==> src/rtl/label_ram_arb.sv <==
// Labels RAM arbiter: video reads always win; text writes wait in a small
// FIFO and drain only in windows where video does not need the RAM.
//
// state | meaning
// VIDEO | RAM owned by the video path; waiting for a window with queued writes
// ARM   | one guard cycle with no write before draining
// DRAIN | head of FIFO written each cycle while the window stays open
module label_ram_arb #(
    parameter int ADDR_W     = 8,
    parameter int DATA_W     = 8,
    parameter int DEPTH      = 4,
    parameter int BLANK_ONLY = 1
) (
    input  logic                       px_clk,
    input  logic                       rstn,
    input  logic                       vid_req,
    input  logic [ADDR_W-1:0]          vid_addr,
    input  logic                       vblank,
    input  logic                       wr_valid,
    output logic                       wr_ready,
    input  logic [ADDR_W-1:0]          wr_addr,
    input  logic [DATA_W-1:0]          wr_data,
    output logic [ADDR_W-1:0]          ram_addr,
    output logic                       ram_we,
    output logic [DATA_W-1:0]          ram_din,
    output logic [$clog2(DEPTH):0]     pending,
    output logic [7:0]                 wr_done
);

    localparam int PTR_W = $clog2(DEPTH);
    localparam int CNT_W = PTR_W + 1;
    localparam logic [CNT_W-1:0] FULL = CNT_W'(DEPTH);

    typedef enum logic [1:0] {
        VIDEO = 2'd0,
        ARM   = 2'd1,
        DRAIN = 2'd2
    } arbState_t;

    arbState_t          state;
    arbState_t          nextState;
    logic [ADDR_W-1:0]  addrMem [DEPTH];
    logic [DATA_W-1:0]  dataMem [DEPTH];
    logic [PTR_W-1:0]   wrPtr;
    logic [PTR_W-1:0]   rdPtr;
    logic [CNT_W-1:0]   count;
    logic [7:0]         doneCnt;
    logic               win;
    logic               push;
    logic               pop;
    logic               writeNow;

    // The window is purely combinational so a video request preempts a write
    // in the very cycle it appears.
    assign win      = !vid_req && ((BLANK_ONLY == 0) || vblank);
    assign wr_ready = (count != FULL);
    assign push     = wr_valid && wr_ready;
    assign pop      = writeNow;

    assign ram_we   = writeNow;
    assign ram_addr = writeNow ? addrMem[rdPtr] : vid_addr;
    assign ram_din  = dataMem[rdPtr];
    assign pending  = count;
    assign wr_done  = doneCnt;

    // State register.
    always_ff @(posedge px_clk or negedge rstn) begin
        if (!rstn) begin
            state <= VIDEO;
        end else begin
            state <= nextState;
        end
    end

    // Next-state and write-enable decode; occupancy is the pre-pop value.
    always_comb begin
        nextState = state;
        writeNow  = 1'b0;
        case (state)
            VIDEO: begin
                if (win && (count != '0)) begin
                    nextState = ARM;
                end
            end
            ARM: begin
                nextState = win ? DRAIN : VIDEO;
            end
            DRAIN: begin
                writeNow = win && (count != '0);
                if (!win || (count == '0)) begin
                    nextState = VIDEO;
                end
            end
            default: begin
                nextState = VIDEO;
            end
        endcase
    end

    // FIFO storage; no reset needed since entries are only read when valid.
    always_ff @(posedge px_clk) begin
        if (push) begin
            addrMem[wrPtr] <= wr_addr;
            dataMem[wrPtr] <= wr_data;
        end
    end

    // FIFO pointers and occupancy; a simultaneous push and pop leaves it unchanged.
    always_ff @(posedge px_clk or negedge rstn) begin
        if (!rstn) begin
            wrPtr <= '0;
            rdPtr <= '0;
            count <= '0;
        end else begin
            if (push) begin
                wrPtr <= wrPtr + PTR_W'(1);
            end
            if (pop) begin
                rdPtr <= rdPtr + PTR_W'(1);
            end
            case ({push, pop})
                2'b10:   count <= count + CNT_W'(1);
                2'b01:   count <= count - CNT_W'(1);
                default: count <= count;
            endcase
        end
    end

    // Committed-write counter, free-running modulo 256.
    always_ff @(posedge px_clk or negedge rstn) begin
        if (!rstn) begin
            doneCnt <= 8'd0;
        end else if (writeNow) begin
            doneCnt <= doneCnt + 8'd1;
        end
    end

endmodule
==> config.mk <==
export PLATFORM = sky130hd
export DESIGN_NAME = label_ram_arb
export DESIGN_NICKNAME = d
export VERILOG_FILES = /design/src/rtl/label_ram_arb.sv
export SDC_FILE = /design/constraint.sdc
export NUM_CORES = 1
export LEC_CHECK = 0
export BUFFER_PORTS_ARGS = -buffer_cell sky130_fd_sc_hd__buf_2
export CAP_MARGIN = 20
export CORE_MARGIN = 5
export CORE_UTILIZATION = 35
export DETAILED_ROUTE_END_ITERATION = 8
export PLACE_DENSITY = 0.67
export SLEW_MARGIN = 20
export SYNTH_ARGS = -nofsm -noshare
export SYNTH_HDL_FRONTEND = slang
export SYNTH_SLANG_ARGS = --single-unit
==> constraint.sdc <==
create_clock -name px_clk -period 2.3 [get_ports px_clk]
set_input_delay 0.115 -clock px_clk [delete_from_list [all_inputs] [get_ports px_clk]]
set_output_delay 0.115 -clock px_clk [all_outputs]
set_load 0.02 [all_outputs]
==> results of run 1 <==
==> timing repair <==
| action | CTS | global route |
|---|---|---|
| setup buffers | 0 | 0 |
| hold buffers | 17 | 0 |
| endpoints found under the hold margin | 81 | 0 |
==> layer usage <==
metal / global-route usage, % / wire length, µm / vias up
met1: 14.1 / 2460 / 893
li1: - / - / 858
met4: 4.11 / 96 / 0
met2: 18.4 / 2910 / 64
met5: 0 / 0 / -
met3: 3.85 / 402 / 9
==> registers in the layout (all words and copies together) (netlist names) <==
register and cells:
addrMem 32, dataMem 32, pending 3, rdPtr 2, state 2, wrPtr 2
wr_done 8
==> stage by stage <==
stage	power (mW)	setup WS (ns)	util [%]	hold WS, ns	setup TNS, ns
global placement	3.31	0.286	40.3	0.0565	0
global route	4.44	0.0136	43.9	0.0959	0
floorplan	2.96	-0.00682	-	-0.181	-0.00682
detailed placement	3.34	0.184	40.3	0.0690	0
CTS	4.25	0.163	43.9	0.0932	0
finish	4.18	0.172	43.9	0.105	0
==> cell families (layout without fill, tap and decap cells) <==
logic type | Yosys count | after routing | synth area share, %
flip-flops | 81 | 81 | 71.8
AND/OR/NAND/NOR | 50 | 50 | 7.65
multiplexers | 18 | 18 | 11.7
buffers and inverters | 15 | 102 | 2.22
XOR/XNOR | 13 | 13 | 3.48
adder cells (fa/ha/maj) | 7 | 7 | 2.91
AO/OA/AOI/OAI | 2 | 2 | 0.306
==> power by group <==
group	internal [mW]	total, mW	switching (mW)
logic	0.531	1.20	0.671
clock network	0.395	0.884	0.488
registers	1.93	2.10	0.166
total	2.86	4.18	1.33
==> worst max-delay path, stage by stage, from the launching register on <==
cell and delay [ns]:
dfrtp_2 0.44, inv_1 0.11, nand3_1 0.19, and2_1 0.26, inv_1 0.10, ha_4 0.14
inv_2 0.04, fa_2 0.34, xor2_1 0.15, nor2_1 0.13, xor2_1 0.16
==> cells in the final DEF, fill, tap and decap left out, types with 6 or more instances in the layout <==
cell	instances
buf_2	57
clkbuf_8	9
dfrtp_1	14
dlygate4sd3_1	17
edfxtp_1	64
inv_1	6
mux4_2	16
nand2_1	28
xnor2_1	6
xor2_1	7
==> layout make-up <==
class                           count  share of cell area (%)
Multi-Input combinational cell     90                    21.5
Timing Repair Buffer               78                    12.0
Inverter                            8                   0.805
Sequential cell                    81                    58.2
Clock inverter                      4                   0.681
Tap cell                          111                    3.44
Clock buffer                       12                    3.34
==> worst min path at each step <==
stage | depth (start not counted) | from | slack (ns) | end
2_1_floorplan | 0 | rstn | -0.18 | pending[0]
3_3_place_gp | 1 | rstn | 0.06 | wr_done[7]
3_5_place_dp | 1 | rstn | 0.07 | wr_done[7]
4_1_cts | 3 | vblank | 0.09 | state[1]
5_1_grt | 3 | vblank | 0.1 | state[1]
6_report | 3 | vblank | 0.10 | state[1]
==> impl_metrics.json, run 1 <==
{
  "grt_pass1_wl_mm": 9.69,
  "drtIter0Drc": 59,
  "max_cap_violations": 0,
  "setup_viol": 0,
  "r2r_slack_ns": 0.17,
  "grt_max_degree": 19,
  "syn_to_final_growth_pct": 23.6,
  "ant_nets": 0,
  "wl_per_cell_um": 15.3,
  "dieArea_mm2": 0.0114,
  "cp.required_ns": 2.58,
  "ys_types": 28,
  "cts_tree": "done",
  "remaining_drc_errors": 0,
  "place_inst": 351,
  "fin_worst_skew_ns": 0.0167,
  "min_path_type": "input pin to flop",
  "ctsHtreeMaxLevel": 3,
  "place_area_mm2": 0.00371,
  "power.density_mw_per_mm2": 1040,
  "peakVddDrop_v": 0.000457,
  "clockBufferDepth": 2,
  "synth_edf_count": 64,
  "layout-drive-gt1-share_pct": 37.4,
  "synthFlopType": "edfxtp_1",
  "n_fill_cell": 801,
  "cts.sinks": 81,
  "crit_fanout": 6,
  "seqCellArea_mm2": 0.00235,
  "root_buffer": "clkbuf_8",
  "crit_path_start_kind": "flop",
  "timing.rr.end": "pending[2]",
  "io_pins": 58,
  "netlist_instances": 186,
  "fin_nets": 304,
  "cts_resized": 0,
  "clk_pin_slew_ns": 0.09,
  "ys_warn_count": 0,
  "critPathCaptureType": "flop",
  "final_max_slew_viol_count": 0,
  "status": "finished, final reports clean",
  "gp_congestion": 0.751,
  "grt_pass1_vias": 1910,
  "synth.most_common_cell": "edfxtp_1",
  "cts-buffers-inserted": 9,
  "power.leakage_nw": 1.60,
  "synth_top_cell_by_area": "edfxtp_1",
  "rows": 35,
  "tightestPinTransition_ns": 0.840,
  "maxSlewHeadroom_pct": 44.0,
  "drt-vias-per-instance": 4.75,
  "ys_seq_area_share_pct": 71.8,
  "initial_core_util_pct": 35.6,
  "synth.avg_cell_area_um2": 17.6,
  "multiInputGateArea_um2": 871,
  "fp.dieW_um": 107,
  "ys_top_cells_by_count": "64 x edfxtp_1, 28 x nand2_1, 17 x dfrtp_1",
  "hpwl_mm": 3.94,
  "timing.rr.start": "pending[0]",
  "startpoint": "pending[0]",
  "arrival_ns": 2.41,
  "async_flop_share_pct": 21.0,
  "antenna_found_initial": 0,
  "grt-ovfl-total": 0,
  "vias": 1824,
  "endpoint": "pending[2]",
  "rsz0062_at_grt": "no",
  "antenna_cells": 0,
  "yosys-top-cells-area": "edfxtp_1 59%, dfrtp_1 13%, mux4_2 11%, nand2_1 3.2%, ha_1 2.3%",
  "coreArea_mm2": 0.00920,
  "clock_latency_ns": 0.35,
  "synth_top_area_share_pct": 58.8,
  "ys_seq_elements": 81,
  "design_area_mm2": 0.00404,
  "fmax_mhz": 470,
  "syn-cell-area_mm2": 0.00327,
  "wirelength_mm": 5.87,
  "die_h_um": 107,
  "gr-usage-all-layers_pct": 11.3,
  "min_period_ns": 2.13,
  "drt_first_pass_iters": 4,
  "stdcell_count": 384,
  "hold_viol": 0,
  "critPathKind": "flop to flop",
  "portBuffers": 57,
  "finalCritPeriodShare_pct": 92.5,
  "syn-num-nets": 222,
  "worst-r2r-cell-count": 10
}
(Power assumes the default switching activity.)
==> inputs of run 2 (changes only) <==
--- a/config.mk
+++ b/config.mk
@@ -5,7 +5,7 @@
 export SDC_FILE = /design/constraint.sdc
 export NUM_CORES = 1
 export LEC_CHECK = 0
-export BUFFER_PORTS_ARGS = -buffer_cell sky130_fd_sc_hd__buf_2
+export BUFFER_PORTS_ARGS = -buffer_cell sky130_fd_sc_hd__buf_4
 export CAP_MARGIN = 20
 export CORE_MARGIN = 5
 export CORE_UTILIZATION = 35
==> run 2 against run 1 <==
Power is 6.3% higher; clock power is 13% higher; global-route usage is 0.38 points higher; final cell count is 1.0% higher; routed wire length is 1.9% higher; final area is 5.1% higher; critical path depth is 1 lower; fmax is 3.7% higher; sequential power hardly changed; largest cell class unchanged; highest routed layer unchanged.
==> impl_metrics.json, run 2 (synthesis gave the netlist of run 1 again) <==
{
  "clock_latency_ns": 0.34,
  "final_max_slew_viol_count": 0,
  "power.density_mw_per_mm2": 1050,
  "min_period_ns": 2.05,
  "wirelength_mm": 5.98,
  "fmax_mhz": 487,
  "peakVddDrop_v": 0.000575,
  "grt_pass1_wl_mm": 10.1,
  "cp.required_ns": 2.57,
  "finalCritPeriodShare_pct": 89.2,
  "wl_per_cell_um": 15.4,
  "status": "finished, final reports clean",
  "crit_fanout": 4,
  "fin_tns_setup_ns": 0,
  "grt-ovfl-total": 0,
  "cp_slowest_cell": "or4b_4",
  "place_inst": 355,
  "vias": 1815,
  "fin_worst_skew_ns": 0.00924,
  "crit_path_start_kind": "flop",
  "root_buffer": "clkbuf_8",
  "ant_nets": 0,
  "layout_setup_ws_ns": 0.248,
  "max_cap_violations": 0,
  "syn_to_final_growth_pct": 29.8,
  "dieArea_mm2": 0.0114,
  "whs_ns": 0.124,
  "initial_core_util_pct": 35.6,
  "die_h_um": 107,
  "min_path_type": "input pin to flop",
  "cts-buffers-inserted": 9,
  "mostFrequentLayoutCell": "buf_4",
  "io_pins": 58,
  "clockBufferDepth": 2,
  "grt_pass1_vias": 1949,
  "max_stage_delay_ns": 0.51,
  "maxSlewHeadroom_pct": 43.3,
  "path_delay_family": "simple AND/OR/NAND/NOR gates",
  "hold_viol": 0,
  "drt-vias-per-instance": 4.68,
  "rsz0062_at_grt": "no",
  "holdBufCountCts": 17,
  "fp.dieW_um": 107,
  "place_area_mm2": 0.00388,
  "antenna_found_initial": 0,
  "drtIter0Drc": 74,
  "setup_viol": 0,
  "gr-usage-all-layers_pct": 11.7,
  "rows": 35,
  "layout-drive-gt1-share_pct": 38.6,
  "clk_pin_slew_ns": 0.08,
  "critPathBufInv": 2,
  "stdcell_count": 388,
  "power_mw": 4.45,
  "remaining_drc_errors": 0,
  "arrival_ns": 2.32,
  "dp_slack_ns": 0.251,
  "portBuffers": 57,
  "fin_nets": 308,
  "antenna_cells": 0,
  "cts.sinks": 81,
  "cp_common_cell": "xor2_1",
  "post_cts_buffers": 0,
  "critPathKind": "flop to flop",
  "ctsHtreeMaxLevel": 3,
  "tightestPinTransition_ns": 0.850,
  "post-route-util_pct": 46.2,
  "cts_tree": "done",
  "mostFrequentLayoutCells": "65 x buf_4, 64 x edfxtp_1, 28 x nand2_1, 17 x dlygate4sd3_1, 16 x mux4_2",
  "power.leakage_nw": 1.67,
  "path_cells": "nor3_2 > or4b_4 > inv_4 > ha_4 > inv_2 > fa_2 > xor2_1 > nor2_1 > xor2_1",
  "gp_congestion": 0.728,
  "grt_max_degree": 18,
  "cts_resized": 0,
  "design_area_mm2": 0.00425,
  "critPathCaptureType": "flop",
  "coreArea_mm2": 0.00920,
  "drt_first_pass_iters": 4,
  "hpwl_mm": 3.97
}
-- run 2: path summary, 6_finish.rpt --
| check | slack [ns] | cells past startpoint | end | startpoint |
|---|---|---|---|---|
| hold reg to reg | 0.47 | 1 | wr_done[7] | wr_done[7] |
| max in group asynchronous | 1.92 | 2 | pending[2] | rstn |
| min in group asynchronous | 0.17 | 2 | wr_done[6] | rstn |
| setup / recovery | 0.25 | 9 | pending[2] | pending[0] |
| setup reg to reg | 0.25 | 9 | pending[2] | pending[0] |
| hold / removal | 0.12 | 3 | state[1] | vid_req |
-- run 2: worst min-delay path, stage by stage --
cell and delay, ns:
buf_4 0.07, nand2b_1 0.12, o21ai_0 0.11
-- run 2: cell type report --
| type | count | area [µm²] |
|---|---|---|
| timing repair buffer | 82 | 658 |
| sequential | 81 | 2350 |
| clock inverter | 6 | 67.6 |
| inverter | 8 | 32.5 |
| fill | 821 | 4950 |
| multi-input combinational | 90 | 871 |
| clock buffer | 10 | 128 |
| tap | 111 | 139 |
-- run 2: report_power, final --
part / internal [mW] / switching (mW) / leakage, nW
clock network: 0.507 / 0.497 / 0.0960
logic: 0.656 / 0.677 / 0.777
registers: 1.93 / 0.181 / 0.799
total: 3.09 / 1.36 / 1.67
-- run 2: per-layer routing --
layer  wire length, µm  global-route usage, %
met5                 0                      0
met1              2570                   14.7
met4                78                   4.11
met3               279                   3.73
met2              3050                   19.1
